$ cat config.mk
export PLATFORM = sky130hd
export DESIGN_NAME = fetch_npc_unit_flat
export DESIGN_NICKNAME = d
export VERILOG_FILES = /design/src/rtl/fetch_npc_unit_if.sv /design/src/rtl/fetch_npc_unit.sv /design/src/flat_wrapper.sv
export SDC_FILE = /design/constraint.sdc
export NUM_CORES = 1
export LEC_CHECK = 0
export ABC_AREA = 1
export ABC_CLOCK_PERIOD_IN_PS = 3800
export BUFFER_PORTS_ARGS = -buffer_cell sky130_fd_sc_hd__buf_2
export CORE_MARGIN = 3
export CORE_UTILIZATION = 25
export CTS_CLUSTER_SIZE = 24
export DETAILED_ROUTE_END_ITERATION = 16
export SLEW_MARGIN = 10
export SYNTH_ARGS = -nofsm -noshare
export SYNTH_HDL_FRONTEND = slang
export SYNTH_SLANG_ARGS = --single-unit
$ cat constraint.sdc
create_clock -name clk -period 3.8 [get_ports clk]
set_clock_uncertainty 0.15 [all_clocks]
set_input_delay 0.76 -clock clk [delete_from_list [all_inputs] [get_ports clk]]
set_output_delay 0.76 -clock clk [all_outputs]
set_load 0.1 [all_outputs]
$ cat src/rtl/fetch_npc_unit_if.sv
`default_nettype none
// ============================================================================
// Module      : fetch_npc_unit_if
// Description : Bundle of the fetch-stage signals: hazard stall, D-stage
//               next-PC controls, instruction-memory bus and F/D outputs.
//               master = fetch unit side, slave = pipeline/memory side.
// Revision    : 1.0 - initial release
// ============================================================================
interface fetch_npc_unit_if;
  // Hazard unit
  logic        i_stall;
  // D-stage next-PC controls
  logic [1:0]  i_npc_sel;
  logic        i_br_taken_d;
  logic [31:0] i_imm32_d;
  logic [25:0] i_instr_index_d;
  logic [31:0] i_rs_data_d;
  // Instruction memory
  logic [31:0] o_im_addr;
  logic [31:0] i_im_rdata;
  // F/D pipeline register
  logic [31:0] o_instr_d;
  logic [31:0] o_pc_d;
  logic [31:0] o_pc8_d;
  logic        o_valid_d;
  logic        o_fetch_fault_d;

  modport master (
    input  i_stall, i_npc_sel, i_br_taken_d, i_imm32_d, i_instr_index_d,
           i_rs_data_d, i_im_rdata,
    output o_im_addr, o_instr_d, o_pc_d, o_pc8_d, o_valid_d, o_fetch_fault_d
  );

  modport slave (
    output i_stall, i_npc_sel, i_br_taken_d, i_imm32_d, i_instr_index_d,
           i_rs_data_d, i_im_rdata,
    input  o_im_addr, o_instr_d, o_pc_d, o_pc8_d, o_valid_d, o_fetch_fault_d
  );
endinterface : fetch_npc_unit_if
`default_nettype wire

$ cat src/rtl/fetch_npc_unit.sv
`default_nettype none
// ============================================================================
// Module      : fetch_npc_unit
// Description : MIPS fetch stage with next-PC selection. Holds PC_F, drives
//               the instruction-memory address, checks fetch legality and
//               registers the fetched word into the F/D register.
//               Optional macro IFU_DELAY_SLOT_EN: when defined, the
//               instruction in F on a redirect is kept as the delay slot;
//               when undefined, that slot is flushed to an invalid nop.
// Revision    : 1.0 - initial release
// ============================================================================
module fetch_npc_unit #(
  parameter logic [31:0] RESET_PC = 32'h0000_3000,
  parameter logic [31:0] IM_LO    = 32'h0000_3000,
  parameter logic [31:0] IM_HI    = 32'h0000_6ffc
) (
  input  wire logic          clk,
  input  wire logic          reset,   // synchronous, active-low
  fetch_npc_unit_if.master   bus
);

  localparam logic [1:0]  c_SEL_SEQ    = 2'b00;
  localparam logic [1:0]  c_SEL_BRANCH = 2'b01;
  localparam logic [1:0]  c_SEL_JUMP   = 2'b10;
  localparam logic [1:0]  c_SEL_REG    = 2'b11;
  localparam logic [31:0] c_NOP        = 32'h0000_0000;

  // Architectural state: PC in F and the F/D pipeline register
  logic [31:0] r_pc_f;
  logic [31:0] r_instr_d;
  logic [31:0] r_pc_d;
  logic        r_valid_d;
  logic        r_fault_d;

  // Next-PC datapath
  logic [31:0] w_pc_d_plus4;
  logic [31:0] w_pc_f_plus4;
  logic [31:0] w_br_target;
  logic [31:0] w_j_target;
  logic [31:0] w_target;
  logic        w_redirect;
  logic [31:0] w_npc;

  // Fetch legality and F/D load values
  logic        w_fault_f;
  logic [31:0] w_fd_instr;
  logic [31:0] w_fd_pc;
  logic        w_fd_valid;
  logic        w_fd_fault;

  // Targets are all derived from the instruction sitting in D (pc_d)
  assign w_pc_d_plus4 = r_pc_d + 32'd4;
  assign w_pc_f_plus4 = r_pc_f + 32'd4;
  assign w_br_target  = w_pc_d_plus4 + (bus.i_imm32_d << 2);
  assign w_j_target   = {w_pc_d_plus4[31:28], bus.i_instr_index_d, 2'b00};

  // Select redirect target and decide whether a redirect happens
  always_comb begin
    w_target   = w_pc_f_plus4;
    w_redirect = 1'b0;
    case (bus.i_npc_sel)
      c_SEL_BRANCH: begin
        w_target   = w_br_target;
        w_redirect = bus.i_br_taken_d;
      end
      c_SEL_JUMP: begin
        w_target   = w_j_target;
        w_redirect = 1'b1;
      end
      c_SEL_REG: begin
        w_target   = bus.i_rs_data_d;
        w_redirect = 1'b1;
      end
      c_SEL_SEQ: begin
        w_target   = w_pc_f_plus4;
        w_redirect = 1'b0;
      end
      default: begin
        w_target   = w_pc_f_plus4;
        w_redirect = 1'b0;
      end
    endcase
  end

  assign w_npc = w_redirect ? w_target : w_pc_f_plus4;

  // A fetch is illegal if misaligned or outside the instruction window
  assign w_fault_f = (r_pc_f[1:0] != 2'b00) || (r_pc_f < IM_LO) || (r_pc_f > IM_HI);

  // Build the F/D load values; a faulted fetch becomes a valid, flagged nop
  always_comb begin
    w_fd_instr = w_fault_f ? c_NOP : bus.i_im_rdata;
    w_fd_pc    = r_pc_f;
    w_fd_valid = 1'b1;
    w_fd_fault = w_fault_f;
`ifdef IFU_DELAY_SLOT_EN
    // Delay slot: the instruction in F is kept even when redirecting
`else
    // No delay slot: the wrong-path instruction in F is squashed
    if (w_redirect) begin
      w_fd_instr = c_NOP;
      w_fd_valid = 1'b0;
      w_fd_fault = 1'b0;
    end
`endif
  end

  // PC and F/D update: reset > stall > redirect/sequential
  always_ff @(posedge clk) begin
    if (!reset) begin
      r_pc_f    <= RESET_PC;
      r_instr_d <= c_NOP;
      r_pc_d    <= RESET_PC;
      r_valid_d <= 1'b0;
      r_fault_d <= 1'b0;
    end else if (!bus.i_stall) begin
      r_pc_f    <= w_npc;
      r_instr_d <= w_fd_instr;
      r_pc_d    <= w_fd_pc;
      r_valid_d <= w_fd_valid;
      r_fault_d <= w_fd_fault;
    end
  end

  assign bus.o_im_addr       = r_pc_f;
  assign bus.o_instr_d       = r_instr_d;
  assign bus.o_pc_d          = r_pc_d;
  assign bus.o_pc8_d         = r_pc_d + 32'd8;
  assign bus.o_valid_d       = r_valid_d;
  assign bus.o_fetch_fault_d = r_fault_d;

endmodule : fetch_npc_unit
`default_nettype wire

$ cat src/flat_wrapper.sv
// flat-port wrapper written by rule: the top's interface ports become plain ports
module fetch_npc_unit_flat 
#(
  parameter logic [31:0] RESET_PC = 32'h0000_3000,
  parameter logic [31:0] IM_LO    = 32'h0000_3000,
  parameter logic [31:0] IM_HI    = 32'h0000_6ffc
)
  (clk, reset, bus_i_stall, bus_i_npc_sel, bus_i_br_taken_d, bus_i_imm32_d, bus_i_instr_index_d, bus_i_rs_data_d, bus_i_im_rdata, bus_o_im_addr, bus_o_instr_d, bus_o_pc_d, bus_o_pc8_d, bus_o_valid_d, bus_o_fetch_fault_d);
  fetch_npc_unit_if bus_i ();
  input  wire logic clk;
  input  wire logic reset;
  input wire logic [$bits(bus_i.i_stall)-1:0] bus_i_stall;
  input wire logic [$bits(bus_i.i_npc_sel)-1:0] bus_i_npc_sel;
  input wire logic [$bits(bus_i.i_br_taken_d)-1:0] bus_i_br_taken_d;
  input wire logic [$bits(bus_i.i_imm32_d)-1:0] bus_i_imm32_d;
  input wire logic [$bits(bus_i.i_instr_index_d)-1:0] bus_i_instr_index_d;
  input wire logic [$bits(bus_i.i_rs_data_d)-1:0] bus_i_rs_data_d;
  input wire logic [$bits(bus_i.i_im_rdata)-1:0] bus_i_im_rdata;
  output wire logic [$bits(bus_i.o_im_addr)-1:0] bus_o_im_addr;
  output wire logic [$bits(bus_i.o_instr_d)-1:0] bus_o_instr_d;
  output wire logic [$bits(bus_i.o_pc_d)-1:0] bus_o_pc_d;
  output wire logic [$bits(bus_i.o_pc8_d)-1:0] bus_o_pc8_d;
  output wire logic [$bits(bus_i.o_valid_d)-1:0] bus_o_valid_d;
  output wire logic [$bits(bus_i.o_fetch_fault_d)-1:0] bus_o_fetch_fault_d;
  assign bus_i.i_stall = bus_i_stall;
  assign bus_i.i_npc_sel = bus_i_npc_sel;
  assign bus_i.i_br_taken_d = bus_i_br_taken_d;
  assign bus_i.i_imm32_d = bus_i_imm32_d;
  assign bus_i.i_instr_index_d = bus_i_instr_index_d;
  assign bus_i.i_rs_data_d = bus_i_rs_data_d;
  assign bus_i.i_im_rdata = bus_i_im_rdata;
  assign bus_o_im_addr = bus_i.o_im_addr;
  assign bus_o_instr_d = bus_i.o_instr_d;
  assign bus_o_pc_d = bus_i.o_pc_d;
  assign bus_o_pc8_d = bus_i.o_pc8_d;
  assign bus_o_valid_d = bus_i.o_valid_d;
  assign bus_o_fetch_fault_d = bus_i.o_fetch_fault_d;
  fetch_npc_unit #(.RESET_PC(RESET_PC), .IM_LO(IM_LO), .IM_HI(IM_HI)) u_core (.clk(clk), .reset(reset), .bus(bus_i));
endmodule
==> results of run 1 <==
## cell type report
type,count,area [µm²],share of cell area [%]
flip-flops and latches,98,2000,17.3
repair buffers,299,1620,14.0
clock inverters,5,42.5,0.367
multi-input cells,1155,6300,54.4
clock buffers,10,250,2.16
inverters,212,796,6.87
well taps,455,569,4.92
## worst max-delay path: stages, from the launching register on
cell and delay, ns:
dfxtp_4 0.35, buf_4 0.13, inv_1 0.13, nor2_1 0.28, inv_1 0.21, nor3_1 0.31, buf_4 0.19, nand2_1 0.11
xor2_4 0.15, buf_2 0.44
## cells by family after synthesis
family,share of synthesized area [%]
AO/OA/AOI/OAI,13.9
buffers and inverters,11.7
XOR/XNOR,6.35
adder cells (fa/ha/maj),5.24
multiplexers,0.112
flip-flops,21.9
AND/OR/NAND/NOR,40.9
## what timing repair did
| action | 4_1_cts | 5_1_grt |
|---|---|---|
| resized for setup | 0 | 16 |
| buffers inserted | 0 | 2 |
| endpoints found under the setup margin | 0 | 12 |
## power breakdown
group	total (W)	switching [W]	internal [W]
Clock	0.000965	0.000474	0.000491
Combinational	0.00152	0.00116	0.000362
Sequential	0.00116	0.0000824	0.00108
Total	0.00365	0.00171	0.00193
## state kept, by name (all words and copies together) (netlist names)
register / flops
u_core.bus.o_valid_d: 1
u_core.bus.o_instr_d: 32
u_core.bus.o_im_addr: 32
u_core.bus.o_pc_d: 32
u_core.bus.o_fetch_fault_d: 1
## how the worst min path moves through the flow
stage,start,endpoint,slack [ns],depth (start not counted)
after floorplan,u_core.bus.o_pc_d[4]$_SDFFE_PN0N_,u_core.bus.o_pc_d[4]$_SDFFE_PN0N_,0.55,2
after CTS,u_core.bus.o_instr_d[24]$_SDFFE_PN0N_,u_core.bus.o_instr_d[24]$_SDFFE_PN0N_,0.32,2
after detailed placement,u_core.bus.o_instr_d[24]$_SDFFE_PN0N_,u_core.bus.o_instr_d[24]$_SDFFE_PN0N_,0.31,2
after global routing,u_core.bus.o_instr_d[23]$_SDFFE_PN0N_,u_core.bus.o_instr_d[23]$_SDFFE_PN0N_,0.34,2
final,u_core.bus.o_instr_d[24]$_SDFFE_PN0N_,u_core.bus.o_instr_d[24]$_SDFFE_PN0N_,0.31,2
after global placement,u_core.bus.o_instr_d[24]$_SDFFE_PN0N_,u_core.bus.o_instr_d[24]$_SDFFE_PN0N_,0.30,2
## cells in the final DEF (no fill, tap or decap), types with 3 or more instances in the layout
| master | n |
|---|---|
| nor4_1 | 3 |
| a22o_1 | 4 |
| and2_1 | 6 |
| xor2_1 | 36 |
| a221oi_1 | 3 |
| nor2_2 | 15 |
| nor3_2 | 8 |
| a21oi_1 | 94 |
| dfxtp_4 | 4 |
| nand3_2 | 22 |
| nand2_1 | 484 |
| o2111ai_1 | 4 |
| buf_4 | 43 |
| xnor2_1 | 7 |
| nor2_1 | 115 |
| ha_1 | 33 |
| o211ai_1 | 5 |
| inv_2 | 6 |
| xor2_4 | 7 |
| nand4_1 | 19 |
| a21oi_2 | 24 |
| buf_2 | 255 |
| dfxtp_1 | 74 |
| nor2_4 | 5 |
| o22ai_1 | 7 |
| or2_2 | 3 |
| nand3_1 | 116 |
| o21ai_0 | 65 |
| xor2_2 | 15 |
| dfxtp_2 | 20 |
| clkbuf_16 | 10 |
| inv_1 | 205 |
| nor3_1 | 30 |
## metal layers
layer,up-vias,global-route usage [%]
li1,5340,-
met2,448,34.0
met3,51,3.74
met4,0,5.55
met1,5018,28.9
met5,-,0
## metrics by stage
step                TNS [ns]  instance area, µm²  worst slack, ns
floorplan                  0                9270         0.000128
global placement           0               11200            0.223
detailed placement         0               11200            0.190
CTS                        0               11500            0.138
global route         -0.0433               11600          -0.0381
finish                     0               11600            0.199
==> results by group, run 1 <==
Outcome
  – Outcome: finished, final reports clean

Finish
  – Layout area overhead: 29.1%
  – Layout Utilization: 33.1%
  – # diodes: 0
  – Final net count: 1940
  – Share of layout cells above drive strength 1: 25.4%
  – Final cell count without fillers: 2234
  – Fill cells: 3985

Clock tree
  – Number of CTS-inserted buffers: 9
  – Clk pin slew, worst setup/hold paths: 0.08 ns
  – # hold bufs at CTS: 0
  – Max Buffers Root-to-Sink: 2
  – Worst-Skew Late Latency: 0.38 ns
  – Sink Count: 98
  – CTS tree: built
  – H-tree levels: 3
  – Clock Tree Root: clkbuf_16

Place
  – Placed cells: 2217
  – IO Port Bufs: 255
  – Final Wtd Congestion: 0.949
  – Post-DP HPWL: 34300 µm

Route
  – Vias per std cell: 4.86
  – Initial DRC count: 803
  – Number of nets still failing antenna checks after routing: 0
  – Routed wire length per instance: 18.5 µm
  – WL final: 41400 µm
  – Met3 routed WL: 3150 µm
  – Post-Route M1 WL: 18500 µm
  – Wire length on met2: 18800 µm
  – Via Count: 10900
  – Remaining DRCs: 0
  – Max layer used: met4
  – Drt pass-1 iters: 7

Floorplanning
  – Die Height: 195 µm
  – Die outline width: 195 µm
  – Die area: 0.0382 mm²
  – FP Rows: 68
  – Core area: 0.0350 mm²
  – Initial core utilization: 25.7%
  – I/O Pins: 258

Global route
  – First-pass GRT wire length: 62100 µm
  – Largest net degree at the start of global routing: 52
  – Vias in the first global route: 10500
  – Initial antenna violation count: 0
  – Total GRT Usage: 21.0%
  – Grt ovf: 0

Critical path
  – CP required: 2.89 ns
  – Critical path endpoint category: output port
  – CP Capture Point: bus_o_pc8_d[26]
  – Critical path class: flip-flop to output port
  – Critical R2R Launch: u_core.bus.o_pc_d[7]$_SDFFE_PN0N_
  – CP startpoint: u_core.bus.o_pc_d[3]$_SDFFE_PN0N_
  – Reg2Reg Setup Slack: 0.29 ns
  – CP startpoint kind: flip-flop
  – Worst Reg2Reg Path Length in Cells: 16
  – RR Endpoint: u_core.bus.o_im_addr[14]$_SDFFE_PN0N_
  – Critical Path AT: 2.69 ns
  – Worst-path maximum fanout: 4

STA
  – Final Cycle Share: 94.8%
  – Hold WS: 0.313 ns
  – Tmin final: 3.60 ns
  – Measured slew at the worst slew-check pin: 0.727 ns
  – Final hold viol count: 0
  – Pins Over Slew Limit: 0
  – Fmax: 278 MHz
  – # setup viols final: 0
  – RSZ-0062 raised after global routing: true
  – Slew Limit Headroom: 51.5%

Yosys
  – Netlist Area Pre-Place: 0.00897 mm²
  – Synth cell count leaders: 484 x nand2_1, 205 x inv_1, 123 x nor2_1
  – Most common flop cell mapped by yosys: dfxtp_1
  – Top cell type by total area after synthesis: dfxtp_1
  – Post-Syn Area per Cell: 5.91 µm²
  – Top cells by area, synth: dfxtp_1 22%, nand2_1 20%, inv_1 8.6%
  – Most frequent cell after synthesis: nand2_1
  – Count of different cell masters after synthesis: 48
  – Post-synth EDFFs: 0
  – FF+latch count, synth: 98
  – Asr flop ratio synth: 0%
  – Sequential-to-total area share from yosys stat: 21.9%
  – Synth warn: 0
  – Synthesized Nets: 1683
  – Syn Inst Count: 1518
  – Top-area cell type share of the netlist area: 21.9%

Power
  – Peak supply drop: 217 µV
  – Power per Cell Area: 315 mW/mm²
  – Leakage: 5.45 nW
  – Power, Total: 0.00365 W

Flow run
  – Max-Cap Viols: 0

Worst hold path
  – Min-Delay Path Class: flip-flop to flip-flop
Power figures use the tool's default switching activity.
==> run 2: changes to the inputs <==
ABC_AREA = 0   (was 1)
CAP_MARGIN = 0   (was not set)
==> run 2 against run 1 <==
  * Cell count is 27% lower
  * Core utilization up 3.0 points
  * Sequential share of layout area increased by 2.0 points
  * First-iteration DRC count down 20%
  * Highest routed layer is now met5
  * Global-route usage down 2.6 points
  * Critical endpoint is now u_core.bus.o_im_addr[30]$_SDFFE_PN0N_
  * Non-clock buffer count is 44 higher
  * Total power down 13%
  * Area after synthesis is 16% lower
  * Routed wire length shrank 25%
  * Die area down 16%
==> results by group, run 2 <==
Clock tree
  – CTS tree: built
  – Max Buffers Root-to-Sink: 2
  – # hold bufs at CTS: 0
  – Worst-Skew Late Latency: 0.36 ns
  – Sink Count: 98
  – Clk pin slew, worst setup/hold paths: 0.08 ns
  – Clock Tree Root: clkbuf_16
  – H-tree levels: 3
  – Number of CTS-inserted buffers: 9

Power
  – Power, Total: 0.00316 W
  – Leakage: 4.95 nW
  – Power per Cell Area: 300 mW/mm²
  – Peak supply drop: 230 µV

STA
  – Fmax: 264 MHz
  – # setup viols final: 0
  – Final Cycle Share: 99.8%
  – Pins Over Slew Limit: 0
  – Measured slew at the worst slew-check pin: 0.977 ns
  – Tmin final: 3.79 ns
  – Slew Limit Headroom: 34.9%
  – Final hold viol count: 0
  – RSZ-0062 raised after global routing: true

Route
  – Wire length on met2: 14100 µm
  – Routed wire length per instance: 19.1 µm
  – Number of nets still failing antenna checks after routing: 0
  – Vias per std cell: 5.11
  – WL final: 31200 µm
  – Remaining DRCs: 0
  – Max layer used: met5
  – Initial DRC count: 642
  – Via Count: 8361
  – Drt pass-1 iters: 5
  – Met3 routed WL: 2350 µm
  – Post-Route M1 WL: 14100 µm

Finish
  – Most common cell after layout, fill and taps aside: buf_2
  – # diodes: 0
  – Share of layout cells above drive strength 1: 38.1%
  – Final net count: 1413
  – Post-route cell area: 0.0105 mm²
  – Layout area overhead: 40.0%
  – Commonest cells after routing, fill and taps aside: 252 x buf_2, 126 x nor2_1, 88 x buf_4
  – Fill cells: 3125

Yosys
  – Most common flop cell mapped by yosys: dfxtp_1
  – Most frequent cell after synthesis: nor2_1
  – Top cells by area, synth: dfxtp_1 26%, nor2_1 6.4%, xnor2_1 6.2%
  – Post-Syn Area per Cell: 7.80 µm²
  – Synthesized Nets: 1130
  – Post-synth EDFFs: 0
  – Asr flop ratio synth: 0%
  – Top cell type by total area after synthesis: dfxtp_1
  – FF+latch count, synth: 98
  – Netlist Area Pre-Place: 0.00753 mm²
  – Synth warn: 0
  – Top-area cell type share of the netlist area: 26.1%
  – Synth cell count leaders: 129 x nor2_1, 98 x dfxtp_1, 86 x nand2_1
  – Syn Inst Count: 965
  – Count of different cell masters after synthesis: 70
  – Sequential-to-total area share from yosys stat: 26.1%

Global route
  – Vias in the first global route: 8177
  – Total GRT Usage: 18.5%
  – First-pass GRT wire length: 47500 µm
  – Largest net degree at the start of global routing: 81
  – Initial antenna violation count: 4
  – Grt ovf: 0

Floorplanning
  – FP Rows: 62
  – Die outline width: 180 µm
  – Initial core utilization: 25.8%
  – Die area: 0.0322 mm²
  – Core area: 0.0292 mm²
  – I/O Pins: 258
  – Die Height: 180 µm

Worst hold path
  – Hold Path End: u_core.bus.o_valid_d$_SDFFE_PN0N_
  – Hold_sp: u_core.bus.o_valid_d$_SDFFE_PN0N_
  – Min-Delay Path Class: flip-flop to flip-flop
  – Worst Hold Path Cells: 2

Critical path
  – Critical Path AT: 3.89 ns
  – CP startpoint kind: flip-flop
  – RR Endpoint: u_core.bus.o_im_addr[30]$_SDFFE_PN0N_
  – Critical path class: flip-flop to flip-flop
  – Worst-path maximum fanout: 3
  – Worst Reg2Reg Path Length in Cells: 17
  – Critical R2R Launch: u_core.bus.o_pc_d[3]$_SDFFE_PN0N_
  – Reg2Reg Setup Slack: 0.009 ns
  – CP required: 3.90 ns
  – Critical path endpoint category: flip-flop

Place
  – Final Wtd Congestion: 0.880
  – IO Port Bufs: 255
  – Post-DP HPWL: 24000 µm
  – Dpl cell area: 0.0100 mm²

Outcome
  – Outcome: finished, final reports clean

Flow run
  – Max-Cap Viols: 0
run 2: changes by cell type in the layout (fill, tap and decap cells not counted), moves of 18 or more:
cell     previous run  this run
a21oi_2            24         6
nand3_1           116        30
mux2i_1             1        46
inv_1             205         9
buf_4              43        88
xnor2_1             7        38
o21ai_0            65        36
a21oi_1            94        51
a22oi_1             1        34
nand2_1           484        81
nand3_2            22         2
run 2: metrics by stage:
stage	TNS [ns]	util [%]	instances	hold slack, ns	worst slack [ns]
after floorplan	-0.399	-	965	0.541	-0.154
after global placement	-0.0385	34.3	1611	0.302	-0.0296
after detailed placement	-0.129	34.3	1611	0.326	-0.0888
after CTS	-0.0361	35.4	1630	0.344	-0.0361
after global routing	-0.189	36.1	1637	0.395	-0.107
final	0	36.1	1637	0.339	0.00942
run 2: worst max path at each step:
stage / end / startpoint / slack, ns / cells past startpoint
2_1_floorplan: u_core.bus.o_im_addr[30]$_SDFFE_PN0N_ / u_core.bus.o_pc_d[14]$_SDFFE_PN0N_ / -0.15 / 16
3_3_place_gp: u_core.bus.o_im_addr[30]$_SDFFE_PN0N_ / u_core.bus.o_pc_d[3]$_SDFFE_PN0N_ / -0.03 / 16
3_5_place_dp: u_core.bus.o_im_addr[30]$_SDFFE_PN0N_ / u_core.bus.o_pc_d[3]$_SDFFE_PN0N_ / -0.09 / 16
4_1_cts: u_core.bus.o_im_addr[30]$_SDFFE_PN0N_ / u_core.bus.o_pc_d[7]$_SDFFE_PN0N_ / -0.04 / 14
5_1_grt: u_core.bus.o_im_addr[30]$_SDFFE_PN0N_ / u_core.bus.o_pc_d[3]$_SDFFE_PN0N_ / -0.11 / 17
6_report: u_core.bus.o_im_addr[30]$_SDFFE_PN0N_ / u_core.bus.o_pc_d[3]$_SDFFE_PN0N_ / 0.009 / 17
run 2: critical path: stages, from the launching register on:
cell and delay, ns:
dfxtp_4 0.37, ha_4 0.15, nand2_4 0.06, nor4_4 0.23, buf_4 0.19, nand2_4 0.08, nor2_4 0.14, nand4_1 0.15
xnor2_2 0.19, ha_1 0.36, a21oi_2 0.20, o21ai_2 0.10, nand3_1 0.10, a21oi_1 0.07, a31o_2 0.21, mux4_2 0.43
or2_0 0.23, o31a_1 0.27
run 2: per-layer routing:
layer	GRT usage, %	vias to the layer above
li1	-	4048
met1	24.9	3935
met5	0	-
met2	29.5	331
met4	4.52	8
met3	4.81	39
run 2: timing repair:
action                     CTS  global route
pin swaps                    3            18
setup endpoints to repair    3            10
resized for setup            5            31
setup buffers                3             7
run 2: cell families after synthesis:
family,Yosys count,share of synthesized area (%)
simple gates,365,23.5
compound gates,231,20.5
flops,98,26.1
xor+xnor,87,10.1
buf+inv,82,4.32
mux,65,9.26
fa+ha+maj,37,6.25
run 2: final cells by class:
cell class / instances / area [µm²] / share of cell area (%)
multi-input cells: 785 / 5720 / 54.3
flip-flops and latches: 98 / 2030 / 19.3
repair buffers: 343 / 1970 / 18.7
well taps: 384 / 480 / 4.56
clock buffers: 10 / 250 / 2.38
clock inverters: 6 / 45.0 / 0.428
inverters: 11 / 41.3 / 0.392
run 2: report_power, final:
| group | total [W] | switching, W | leakage (nW) | internal [W] |
|---|---|---|---|---|
| clock | 0.000958 | 0.000466 | 0.149 | 0.000492 |
| sequential | 0.00113 | 0.0000755 | 0.812 | 0.00106 |
| combinational | 0.00107 | 0.000741 | 3.99 | 0.000328 |
| total | 0.00316 | 0.00128 | 4.95 | 0.00188 |
==> run 3: changes to the inputs <==
PLACE_DENSITY = 0.58   (was not set)
REMOVE_ABC_BUFFERS = 1   (was not set)
==> run 3 against run 2 <==
  * Via count down 0.39%
  * Count of clock-buffer cells in the layout unchanged
  * First-iteration DRC count down 17%
  * Clock power up 5%
  * Final area down 0.13%
  * Cell count up 1.6%
  * Sequential power about the same
  * Worst hold slack worse by 0.024 ns
==> results by group, run 3 (same netlist as run 2, synthesis figures left out) <==
Outcome
  – Outcome: finished, final reports clean

STA
  – Measured slew at the worst slew-check pin: 0.680 ns
  – # setup viols final: 0
  – Final Cycle Share: 97.7%
  – Final hold viol count: 0
  – Fmax: 269 MHz
  – Tmin final: 3.71 ns
  – Slew Limit Headroom: 54.6%
  – Setup tns final: 0 ns
  – Pins Over Slew Limit: 0
  – Setup WS post-layout: 0.0858 ns
  – RSZ-0062 raised after global routing: true

Place
  – Pre-CTS setup slack: -0.112 ns
  – IO Port Bufs: 255
  – Final Wtd Congestion: 0.885
  – Post-DP HPWL: 23700 µm

Finish
  – Most common cell after layout, fill and taps aside: buf_2
  – Layout Utilization: 36.1%
  – Fill cells: 3094
  – Commonest cells after routing, fill and taps aside: 246 x buf_2, 126 x nor2_1, 111 x buf_4
  – Layout area overhead: 39.8%
  – # diodes: 0
  – Share of layout cells above drive strength 1: 35.8%
  – Final net count: 1439

Critical path
  – CP startpoint: u_core.bus.o_pc_d[11]$_SDFFE_PN0N_
  – CP required: 3.89 ns
  – Worst-path maximum fanout: 3
  – Critical path endpoint category: flip-flop
  – CP startpoint kind: flip-flop
  – Critical Path AT: 3.81 ns
  – Critical R2R Launch: u_core.bus.o_pc_d[11]$_SDFFE_PN0N_
  – Critical path class: flip-flop to flip-flop

Floorplanning
  – Die area: 0.0322 mm²
  – Core area: 0.0292 mm²
  – Initial core utilization: 25.8%
  – I/O Pins: 258
  – Die Height: 180 µm
  – FP Rows: 62
  – Die outline width: 180 µm

Clock tree
  – Max Buffers Root-to-Sink: 2
  – # hold bufs at CTS: 0
  – Number of CTS-inserted buffers: 9
  – H-tree levels: 3
  – Worst-Skew Late Latency: 0.36 ns
  – Sink Count: 98
  – CTS tree: built
  – Clock Tree Root: clkbuf_16
  – Clk pin slew, worst setup/hold paths: 0.07 ns

Route
  – Number of nets still failing antenna checks after routing: 0
  – Vias per std cell: 5.01
  – Routed wire length per instance: 18.1 µm
  – Via Count: 8328
  – Remaining DRCs: 0
  – Drt pass-1 iters: 7
  – Initial DRC count: 535
  – WL final: 30100 µm

Power
  – Power per Cell Area: 305 mW/mm²
  – Leakage: 4.99 nW
  – Power, Total: 0.00321 W
  – Peak supply drop: 253 µV

Global route
  – Total GRT Usage: 17.7%
  – Largest net degree at the start of global routing: 54
  – Initial antenna violation count: 0
  – Vias in the first global route: 8075
  – First-pass GRT wire length: 45900 µm
  – Grt ovf: 0

Worst hold path
  – Hold_sp: u_core.bus.o_valid_d$_SDFFE_PN0N_
  – Min-Delay Path Class: flip-flop to flip-flop

Flow run
  – Max-Cap Viols: 0
[run 3: power by group]
part / switching, W / internal (W) / total (W)
combinational: 0.000743 / 0.000337 / 0.00108
clock: 0.000426 / 0.000579 / 0.00101
sequential: 0.0000632 / 0.00107 / 0.00113
[run 3: path summary, 6_finish.rpt]
kind / end / slack [ns] / cells past startpoint
setup / recovery: u_core.bus.o_im_addr[30]$_SDFFE_PN0N_ / 0.09 / 16
hold / removal: u_core.bus.o_valid_d$_SDFFE_PN0N_ / 0.31 / 2
setup reg to reg: u_core.bus.o_im_addr[30]$_SDFFE_PN0N_ / 0.09 / 16
hold reg to reg: u_core.bus.o_valid_d$_SDFFE_PN0N_ / 0.31 / 2
[run 3: final cells by class]
type	instances	area (µm²)	area share (%)
multi-input combinational	785	5430	51.6
timing repair buffer	369	2280	21.7
sequential	98	1970	18.7
tap	384	480	4.57
clock buffer	10	229	2.18
clock inverter	6	88.8	0.844
inverter	11	41.3	0.392
[run 3: worst max-delay path, stage by stage (launching register included)]
cell and delay, ns:
dfxtp_2 0.33, nand4_1 0.17, nor4_4 0.33, buf_4 0.18
nand2_2 0.07, nor2_2 0.13, buf_6 0.12, nand4_1 0.14
xnor2_2 0.19, ha_1 0.35, and3_4 0.20, nand3_1 0.07
a21oi_1 0.07, a31o_2 0.21, mux4_2 0.44, or2_0 0.20
o31a_1 0.27
[run 3: through the flow]
stage | instance area [µm²] | std cells | hold WS, ns
2_1_floorplan | 7240 | 894 | 0.672
3_5_place_dp | 9950 | 1642 | 0.309
6_report | 10500 | 1663 | 0.315
3_3_place_gp | 9950 | 1642 | 0.302
4_1_cts | 10300 | 1659 | 0.321
5_1_grt | 10500 | 1663 | 0.334
[run 3: per-layer routing]
| metal | wire, µm | up-vias | share of wire [%] | track usage, % |
|---|---|---|---|---|
| met5 | 0 | - | 0 | 0 |
| met1 | 13600 | 3917 | 45 | 23.6 |
| met2 | 14100 | 274 | 47 | 29.5 |
| li1 | - | 4105 | - | - |
| met4 | 561 | 0 | 1.9 | 5.32 |
| met3 | 1790 | 32 | 6.0 | 2.69 |
[run 3: repair_timing]
action,in CTS,in global routing
resized for setup,12,36
buffers inserted,1,5
endpoints found under the setup margin,4,15
pin swaps,6,17
